`config.mk`:
```
export PLATFORM = sky130hd
export DESIGN_NAME = lfsr_seq_ctrl
export DESIGN_NICKNAME = d
export VERILOG_FILES = /design/src/rtl/lfsr_seq_ctrl_pkg.sv /design/src/rtl/dff.sv /design/src/rtl/lfsr_seq_ctrl.sv
export SDC_FILE = /design/constraint.sdc
export NUM_CORES = 1
export LEC_CHECK = 0
export CELL_PAD_IN_SITES_DETAIL_PLACEMENT = 1
export CELL_PAD_IN_SITES_GLOBAL_PLACEMENT = 2
export CORE_MARGIN = 3
export CORE_UTILIZATION = 35
export CTS_CLUSTER_SIZE = 24
export DETAILED_ROUTE_END_ITERATION = 16
export PLACE_DENSITY = 0.85
export SKIP_LAST_GASP = 1
export SYNTH_ARGS = -nofsm -noshare
export SYNTH_HDL_FRONTEND = slang
export SYNTH_SLANG_ARGS = --single-unit
```
`constraint.sdc`:
```
create_clock -name clk -period 3.65 [get_ports clk]
set_input_delay 0.73 -clock clk [delete_from_list [all_inputs] [get_ports clk]]
set_output_delay 0.73 -clock clk [all_outputs]
set_load 0.05 [all_outputs]
```
`src/rtl/lfsr_seq_ctrl_pkg.sv`:
```
`default_nettype none
// ============================================================================
// Module   : lfsr_seq_ctrl_pkg
// Brief    : Shared types and default constants for the LFSR sequence
//            controller (FSM state enumeration, default width and taps).
// Revision : 1.0 - initial release
// ============================================================================
package lfsr_seq_ctrl_pkg;

    // Default register width and feedback mask (x^4 + x^3 + 1).
    localparam int         DEFAULT_WIDTH = 4;
    localparam logic [3:0] DEFAULT_TAPS  = 4'b1100;

    // Controller states.
    typedef enum logic [1:0] {
        ST_IDLE = 2'd0,
        ST_RUN  = 2'd1,
        ST_DONE = 2'd2
    } state_e;

endpackage : lfsr_seq_ctrl_pkg
`default_nettype wire

```
`src/rtl/dff.sv`:
```
`default_nettype none
// ============================================================================
// Module   : dff
// Brief    : Single-bit D flop, asynchronous active-high reset to 0.
// Revision : 1.0 - initial release
// ============================================================================
module dff (
    input  logic clk,
    input  logic rst,
    input  logic d,
    output logic q
);

    // Capture d on every rising edge; reset forces 0 immediately.
    always_ff @(posedge clk or posedge rst) begin
        if (rst) begin
            q <= 1'b0;
        end else begin
            q <= d;
        end
    end

endmodule : dff
`default_nettype wire

```
`src/rtl/lfsr_seq_ctrl.sv`:
```
`default_nettype none
// ============================================================================
// Module   : lfsr_seq_ctrl
// Brief    : Fibonacci LFSR with seed load, run/pause control and measurement
//            of the cycle length back to the captured seed.
// Revision : 1.0 - initial release
// ============================================================================
module lfsr_seq_ctrl
    import lfsr_seq_ctrl_pkg::*;
#(
    parameter int               WIDTH = DEFAULT_WIDTH,
    parameter logic [WIDTH-1:0] TAPS  = DEFAULT_TAPS
) (
    input  logic             clk,
    input  logic             rst,
    input  logic             load,
    input  logic [WIDTH-1:0] seed,
    input  logic             run,
    output logic [WIDTH-1:0] q,
    output logic             busy,
    output logic             period_done,
    output logic [WIDTH-1:0] period,
    output logic             seed_err
);

    localparam logic [WIDTH-1:0] C_ONE  = WIDTH'(1);
    localparam logic [WIDTH-1:0] C_ZERO = '0;

    // Register state.
    logic [WIDTH-1:0] q_q, q_d;
    logic [WIDTH-1:0] seed_q, seed_d;
    logic [WIDTH-1:0] count_q, count_d;
    logic [WIDTH-1:0] period_q, period_d;
    logic             period_done_q, period_done_d;
    logic             busy_q, busy_d;
    logic             seed_err_q, seed_err_d;
    state_e           state_q, state_d;

    // Feedback and shifted value of the current state.
    logic             w_fb;
    logic [WIDTH-1:0] w_shifted;

    assign w_fb      = ^(q_q & TAPS);
    assign w_shifted = {q_q[WIDTH-2:0], w_fb};

    // The LFSR register itself is a row of single-bit flops.
    for (genvar i = 0; i < WIDTH; i++) begin : g_q_bits
        dff u_dff (
            .clk (clk),
            .rst (rst),
            .d   (q_d[i]),
            .q   (q_q[i])
        );
    end

    // Next-state logic: load beats run, otherwise the FSM decides shifting.
    always_comb begin
        q_d           = q_q;
        seed_d        = seed_q;
        count_d       = count_q;
        period_d      = period_q;
        period_done_d = 1'b0;
        seed_err_d    = seed_err_q;
        state_d       = state_q;

        if (load) begin
            q_d        = seed;
            seed_d     = seed;
            count_d    = C_ZERO;
            seed_err_d = (seed == C_ZERO);
            state_d    = ST_IDLE;
        end else begin
            case (state_q)
                ST_IDLE, ST_DONE: begin
                    if (run) begin
                        if (q_q == C_ZERO) begin
                            // An all-zero register is a lock-up state.
                            seed_err_d = 1'b1;
                            state_d    = ST_IDLE;
                        end else begin
                            q_d     = w_shifted;
                            count_d = C_ONE;
                            state_d = ST_RUN;
                        end
                    end
                end
                ST_RUN: begin
                    if (run) begin
                        if (w_shifted == seed_q) begin
                            q_d           = seed_q;
                            period_d      = count_q + C_ONE;
                            period_done_d = 1'b1;
                            state_d       = ST_DONE;
                        end else begin
                            q_d     = w_shifted;
                            count_d = count_q + C_ONE;
                        end
                    end
                end
                default: begin
                    state_d = ST_IDLE;
                end
            endcase
        end

        busy_d = (state_d == ST_RUN);
    end

    // FSM state, counters and registered status outputs.
    always_ff @(posedge clk or posedge rst) begin
        if (rst) begin
            state_q       <= ST_IDLE;
            seed_q        <= C_ZERO;
            count_q       <= C_ZERO;
            period_q      <= C_ZERO;
            period_done_q <= 1'b0;
            busy_q        <= 1'b0;
            seed_err_q    <= 1'b0;
        end else begin
            state_q       <= state_d;
            seed_q        <= seed_d;
            count_q       <= count_d;
            period_q      <= period_d;
            period_done_q <= period_done_d;
            busy_q        <= busy_d;
            seed_err_q    <= seed_err_d;
        end
    end

    assign q           = q_q;
    assign busy        = busy_q;
    assign period_done = period_done_q;
    assign period      = period_q;
    assign seed_err    = seed_err_q;

endmodule : lfsr_seq_ctrl
`default_nettype wire

```
==> impl_metrics.py, run 1 <==
metrics = {
    "clock_tree": {
        "cts_max_level": 1,
        "hold_buffers": 0,
        "tritoncts": "yes",
        "cts_buffer_depth": 2,
        "clk_latency_ns": 0.30,
        "postCtsSetupBuffers": 0,
        "path_clk_slew_ns": 0.12,
        "cts_buffers": 3,
        "clock-sinks": 21,
        "post_cts_resized": 0,
        "root_buffer": "clkbuf_4",
    },
    "sta": {
        "fin_crit_ns": 2.40,
        "skew_ns": 0.00918,
        "timing.hold.ws_ns": 0.529,
        "timing.final.crit_share": 0.657,
        "final_max_slew_viol_count": 0,
        "hold_violations": 0,
        "fmax_ghz": 0.417,
        "fin_tns_setup_ns": 0,
        "setup_violations": 0,
        "max_slew_margin": 0.466,
        "tightest_slew_ns": 0.800,
        "rsz0062_at_grt": "false",
        "setup_ws_ns": 1.25,
    },
    "placement": {
        "gp_congestion": 0.753,
        "port_buffers": 18,
        "dp_hpwl_mm": 1.75,
        "place_ws_ns": 0.917,
        "placedCellCount": 157,
    },
    "critical_path": {
        "crit_required_ns": 3.90,
        "r2r-end": "period[0]",
        "worstSetupPathType": "in -> reg",
        "reg2reg_slack_ns": 1.47,
        "arrival_ns": 2.65,
        "cp_max_fo": 19,
        "crit_path_start_kind": "input port",
        "endpoint_kind": "flop",
        "r2r_cells": 6,
        "timing.rr.start": "g_q_bits[2].u_dff.q",
    },
    "power": {
        "seq_power_share": 0.491,
        "pwr-share-comb": 0.301,
        "switching_share": 0.358,
        "leakagePower_uw": 0.000591,
        "clkPwrFrac": 0.208,
        "total_power_uw": 554,
        "p_switching_uw": 198,
        "p_int_uw": 356,
        "power_density_nw_per_um2": 422,
        "peakVddDrop_uv": 263,
    },
    "grt": {
        "antenna_found_initial": 0,
        "grt-ovfl-total": 0,
        "grtUsageTotal": 0.140,
        "grt_max_degree": 22,
        "grt_pass1_wl_mm": 3.89,
        "grt_pass1_vias": 806,
    },
    "min_path": {
        "hold_end": "period[1]",
        "hold_class": "reg -> reg",
        "whs_path_depth": 1,
        "min_from": "period[1]",
    },
    "cells_and_area": {
        "antenna_cells": 0,
        "synthToLayoutAreaGrowth_pct": 19.7,
        "final_cells": 161,
        "fillCellCount": 317,
        "drive_above_1_share": 0.0924,
        "nNetsFinal": 130,
    },
    "floorplan": {
        "core_area_sq_um": 2880,
        "dieArea_sq_um": 3840,
        "boundaryPins": 19,
        "die_y_um": 62.0,
        "start_util": 0.381,
        "rows": 19,
        "die_w_um": 62.0,
    },
    "synthesis": {
        "yosysWarnings": 0,
        "syn-num-nets": 114,
        "synthTopCellsByCount": "dfrtp_1, inv_1, o21ai_0",
        "ys.flop_type": "dfrtp_1",
        "synth.distinct_cells": 33,
        "synth_most_common_cell": "dfrtp_1",
        "syn_area_sq_um": 1100,
        "synth_edf_count": 0,
        "yosys.area.top_type": "dfrtp_1",
        "synth-seq-cells": 21,
        "yosysTopAreaCellShare": 0.479,
        "ys_seq_area_frac": 0.479,
        "synthTopCellsByArea": "dfrtp_1, inv_1, o21ai_0",
        "netlist_instances": 104,
        "syn_area_per_cell_sq_um": 10.5,
        "async_reset_ff_frac": 1.00,
    },
    "detailed_routing": {
        "drt-total-wl_mm": 2.33,
        "dr_total_vias": 829,
        "drt_iter0_drc": 4,
        "drc": 0,
        "via_per_inst": 5.15,
        "antenna_left": 0,
        "post_drt_wl_per_cell_um": 14.4,
        "firstDrtPassIters": 4,
    },
    "outcome": {
        "status": "completed",
    },
    "job": {
        "maxCapViolCount": 0,
    },
}
-- worst max-delay path by stage --
stage | startpoint | end
2_1_floorplan | load | count_q[2]
3_3_place_gp | load | count_q[2]
3_5_place_dp | load | count_q[2]
4_1_cts | load | count_q[2]
5_1_grt | load | count_q[2]
6_report | load | count_q[2]
-- layer usage --
metal	share of wire	vias up	track usage
met5	0	-	0
met4	0.0069	0	0.0455
met3	0.034	2	0.0372
met2	0.48	16	0.212
met1	0.48	421	0.194
li1	-	390	-
-- cell families (layout without fill, tap and decap cells) --
kind of cell	after synthesis	count (layout)	synth area share
XOR/XNOR	6	6	0.0479
flip-flops	21	21	0.479
AND/OR/NAND/NOR	26	26	0.160
buffers and inverters	20	35	0.0833
adder cells (fa/ha/maj)	2	2	0.0228
AO/OA/AOI/OAI	21	21	0.129
multiplexers	8	8	0.0776
-- worst max-delay path, stage by stage --
cell	delay [ns]
clkdlybuf4s50_1	0.70
or3b_1	0.54
or3_1	0.31
or3_1	0.30
nand3_1	0.07
-- stage by stage --
step           utilization  cell area [sq um]
2_1_floorplan            -               1100
3_5_place_dp         0.447               1290
3_3_place_gp         0.447               1290
6_report             0.456               1310
5_1_grt              0.456               1310
4_1_cts              0.456               1310
-- area by class of cell --
| type | instances | area (sq um) | area share |
|---|---|---|---|
| Timing Repair Buffer | 18 | 180 | 0.137 |
| Clock buffer | 4 | 26.3 | 0.0200 |
| Tap cell | 42 | 52.6 | 0.0400 |
| Multi-Input combinational cell | 63 | 479 | 0.365 |
| Sequential cell | 21 | 526 | 0.400 |
| Inverter | 13 | 48.8 | 0.0372 |
-- flip-flops by register name, indices dropped and copies added, names as in the netlist --
register / count
g_q_bits.u_dff.q: 4
period_done: 1
state_q: 2
seed_q: 4
count_q: 4
period: 4
busy: 1
seed_err: 1
-- power groups by stage --
stage,logic (uW),clock network (uW),registers (uW)
detailed placement,168,0,277
CTS,169,119,273
global placement,165,0,276
finish,167,115,272
floorplan,96.7,0,301
global route,180,131,276
-- layout by cell type, fill, tap and decap left out, types with 3 or more instances in the layout --
master and instances:
xor2_1 5, mux2i_1 4, clkbuf_4 3, nand3_1 4, clkdlybuf4s50_1 18, mux2_2 4
o21ai_0 9, nand2_1 6, inv_1 13, dfrtp_1 21
No activity file was read; power rests on OpenSTA's default activity.
==> run 2, diff against run 1 <==
--- a/config.mk
+++ b/config.mk
@@ -8,10 +8,10 @@
 export CELL_PAD_IN_SITES_DETAIL_PLACEMENT = 1
 export CELL_PAD_IN_SITES_GLOBAL_PLACEMENT = 2
 export CORE_MARGIN = 3
-export CORE_UTILIZATION = 35
+export CORE_UTILIZATION = 32
 export CTS_CLUSTER_SIZE = 24
 export DETAILED_ROUTE_END_ITERATION = 16
-export PLACE_DENSITY = 0.85
+export PLACE_DENSITY = 0.79
 export SKIP_LAST_GASP = 1
 export SYNTH_ARGS = -nofsm -noshare
 export SYNTH_HDL_FRONTEND = slang
==> constraint.sdc (replaced) <==
create_clock -name clk -period 2.3 [get_ports clk]
set_input_delay 0.46 -clock clk [delete_from_list [all_inputs] [get_ports clk]]
set_output_delay 0.46 -clock clk [all_outputs]
set_load 0.05 [all_outputs]
==> run 2 against run 1 <==
  * Clock-buffer cell count did not move
  * Sequential share of layout area fell by 0.97 points
  * Sequential power up 58%
  * Setup slack got worse by 1.0 ns
  * Total power rose by 59%
  * Cell area is 2.5% higher
  * Largest cell class unchanged
==> impl_metrics.py, run 2 (same netlist as run 1, synthesis figures left out) <==
metrics = {
    "sta": {
        "skew_ns": 0.00493,
        "setup_violations": 0,
        "fin_tns_setup_ns": 0,
        "setup_ws_ns": 0.208,
        "fin_crit_ns": 2.09,
        "final_max_slew_viol_count": 0,
        "timing.final.crit_share": 0.909,
        "hold_violations": 0,
        "max_slew_margin": 0.637,
        "rsz0062_at_grt": "false",
        "tightest_slew_ns": 0.543,
        "fmax_ghz": 0.478,
    },
    "critical_path": {
        "cp_max_fo": 6,
        "cp_num_buf_inv": 1,
        "crit_required_ns": 1.84,
        "path_cells": "clkdlybuf4s50_1",
        "crit_slowest_cell": "clkdlybuf4s50_1",
        "endpoint_kind": "output pin",
        "worstSetupPathType": "reg -> out",
        "critical_path.max_stage_delay_ns": 0.85,
        "crit_path_start_kind": "flop",
        "arrival_ns": 1.63,
        "cpLargestDelayFamily": "buffers and inverters",
    },
    "grt": {
        "grt_pass1_wl_mm": 4.18,
        "grt-ovfl-total": 0,
        "grt_pass1_vias": 883,
        "grt_max_degree": 19,
        "grtUsageTotal": 0.134,
        "antenna_found_initial": 0,
    },
    "clock_tree": {
        "postCtsSetupBuffers": 0,
        "path_clk_slew_ns": 0.12,
        "cts_buffer_depth": 2,
        "post_cts_resized": 0,
        "tritoncts": "yes",
        "clock-sinks": 21,
        "clk_latency_ns": 0.30,
        "root_buffer": "clkbuf_4",
        "hold_buffers": 0,
        "cts_buffers": 3,
        "cts_max_level": 1,
    },
    "cells_and_area": {
        "mostFrequentLayoutCells": "dfrtp_1, clkdlybuf4s50_1, inv_1",
        "drive_above_1_share": 0.122,
        "nNetsFinal": 134,
        "synthToLayoutAreaGrowth_pct": 22.7,
        "final_common_cell": "dfrtp_1",
        "fillCellCount": 377,
        "design_area_sq_um": 1350,
        "post-route-util": 0.427,
        "antenna_cells": 0,
    },
    "placement": {
        "gp_congestion": 0.836,
        "dpl-instance-area_sq_um": 1320,
        "dp_hpwl_mm": 1.93,
        "port_buffers": 18,
        "place_ws_ns": 0.239,
    },
    "job": {
        "maxCapViolCount": 0,
    },
    "detailed_routing": {
        "via_per_inst": 4.93,
        "drt-total-wl_mm": 2.46,
        "dr_total_vias": 824,
        "drc": 0,
        "antenna_left": 0,
        "firstDrtPassIters": 4,
        "post_drt_wl_per_cell_um": 14.7,
        "drt_iter0_drc": 39,
    },
    "power": {
        "leakagePower_uw": 0.000611,
        "power_density_nw_per_um2": 656,
        "peakVddDrop_uv": 265,
    },
    "floorplan": {
        "die_y_um": 64.5,
        "core_area_sq_um": 3150,
        "rows": 20,
        "die_w_um": 64.5,
        "dieArea_sq_um": 4160,
        "boundaryPins": 19,
        "start_util": 0.348,
    },
    "min_path": {
        "hold_class": "in -> async",
    },
    "outcome": {
        "status": "completed",
    },
}
## run 2: power by group
part	switching, uW	internal (uW)
registers	30.3	401
clock network	112	67.7
logic	169	102
## run 2: metrics by stage
stage,hold WS (ns),total power [uW],instances
detailed placement,0.493,714,163
global route,0.402,940,167
floorplan,0.437,630,104
CTS,0.397,899,167
finish,0.396,882,167
global placement,0.487,708,163
## run 2: worst paths after layout
path,from,end,slack (ns),cells past startpoint
setup / recovery,g_q_bits[0].u_dff.q,q[0],0.21,1
hold / removal,rst,g_q_bits[2].u_dff.q,0.40,2
setup reg to reg,g_q_bits[2].u_dff.q,count_q[1],0.25,7
hold reg to reg,period[1],period[1],0.51,1
max in group asynchronous,rst,period[0],1.41,3
min in group clk,period[1],period[1],0.51,1
## run 2: cell type report
cell class                 instances  area (sq um)  area share
tap                               44          55.1      0.0409
inverter                          13          48.8      0.0363
sequential                        21           526       0.391
multi-input combinational         63           479       0.356
clock buffer                       4          26.3      0.0195
timing repair buffer              22           210       0.156
## run 2: layer usage
layer / global-route usage / wire length, um / vias to the layer above
li1: - / - / 398
met1: 0.148 / 1020 / 411
met2: 0.250 / 1340 / 11
met3: 0.0208 / 58 / 4
met4: 0.0633 / 35 / 0
met5: 0 / 0 / -
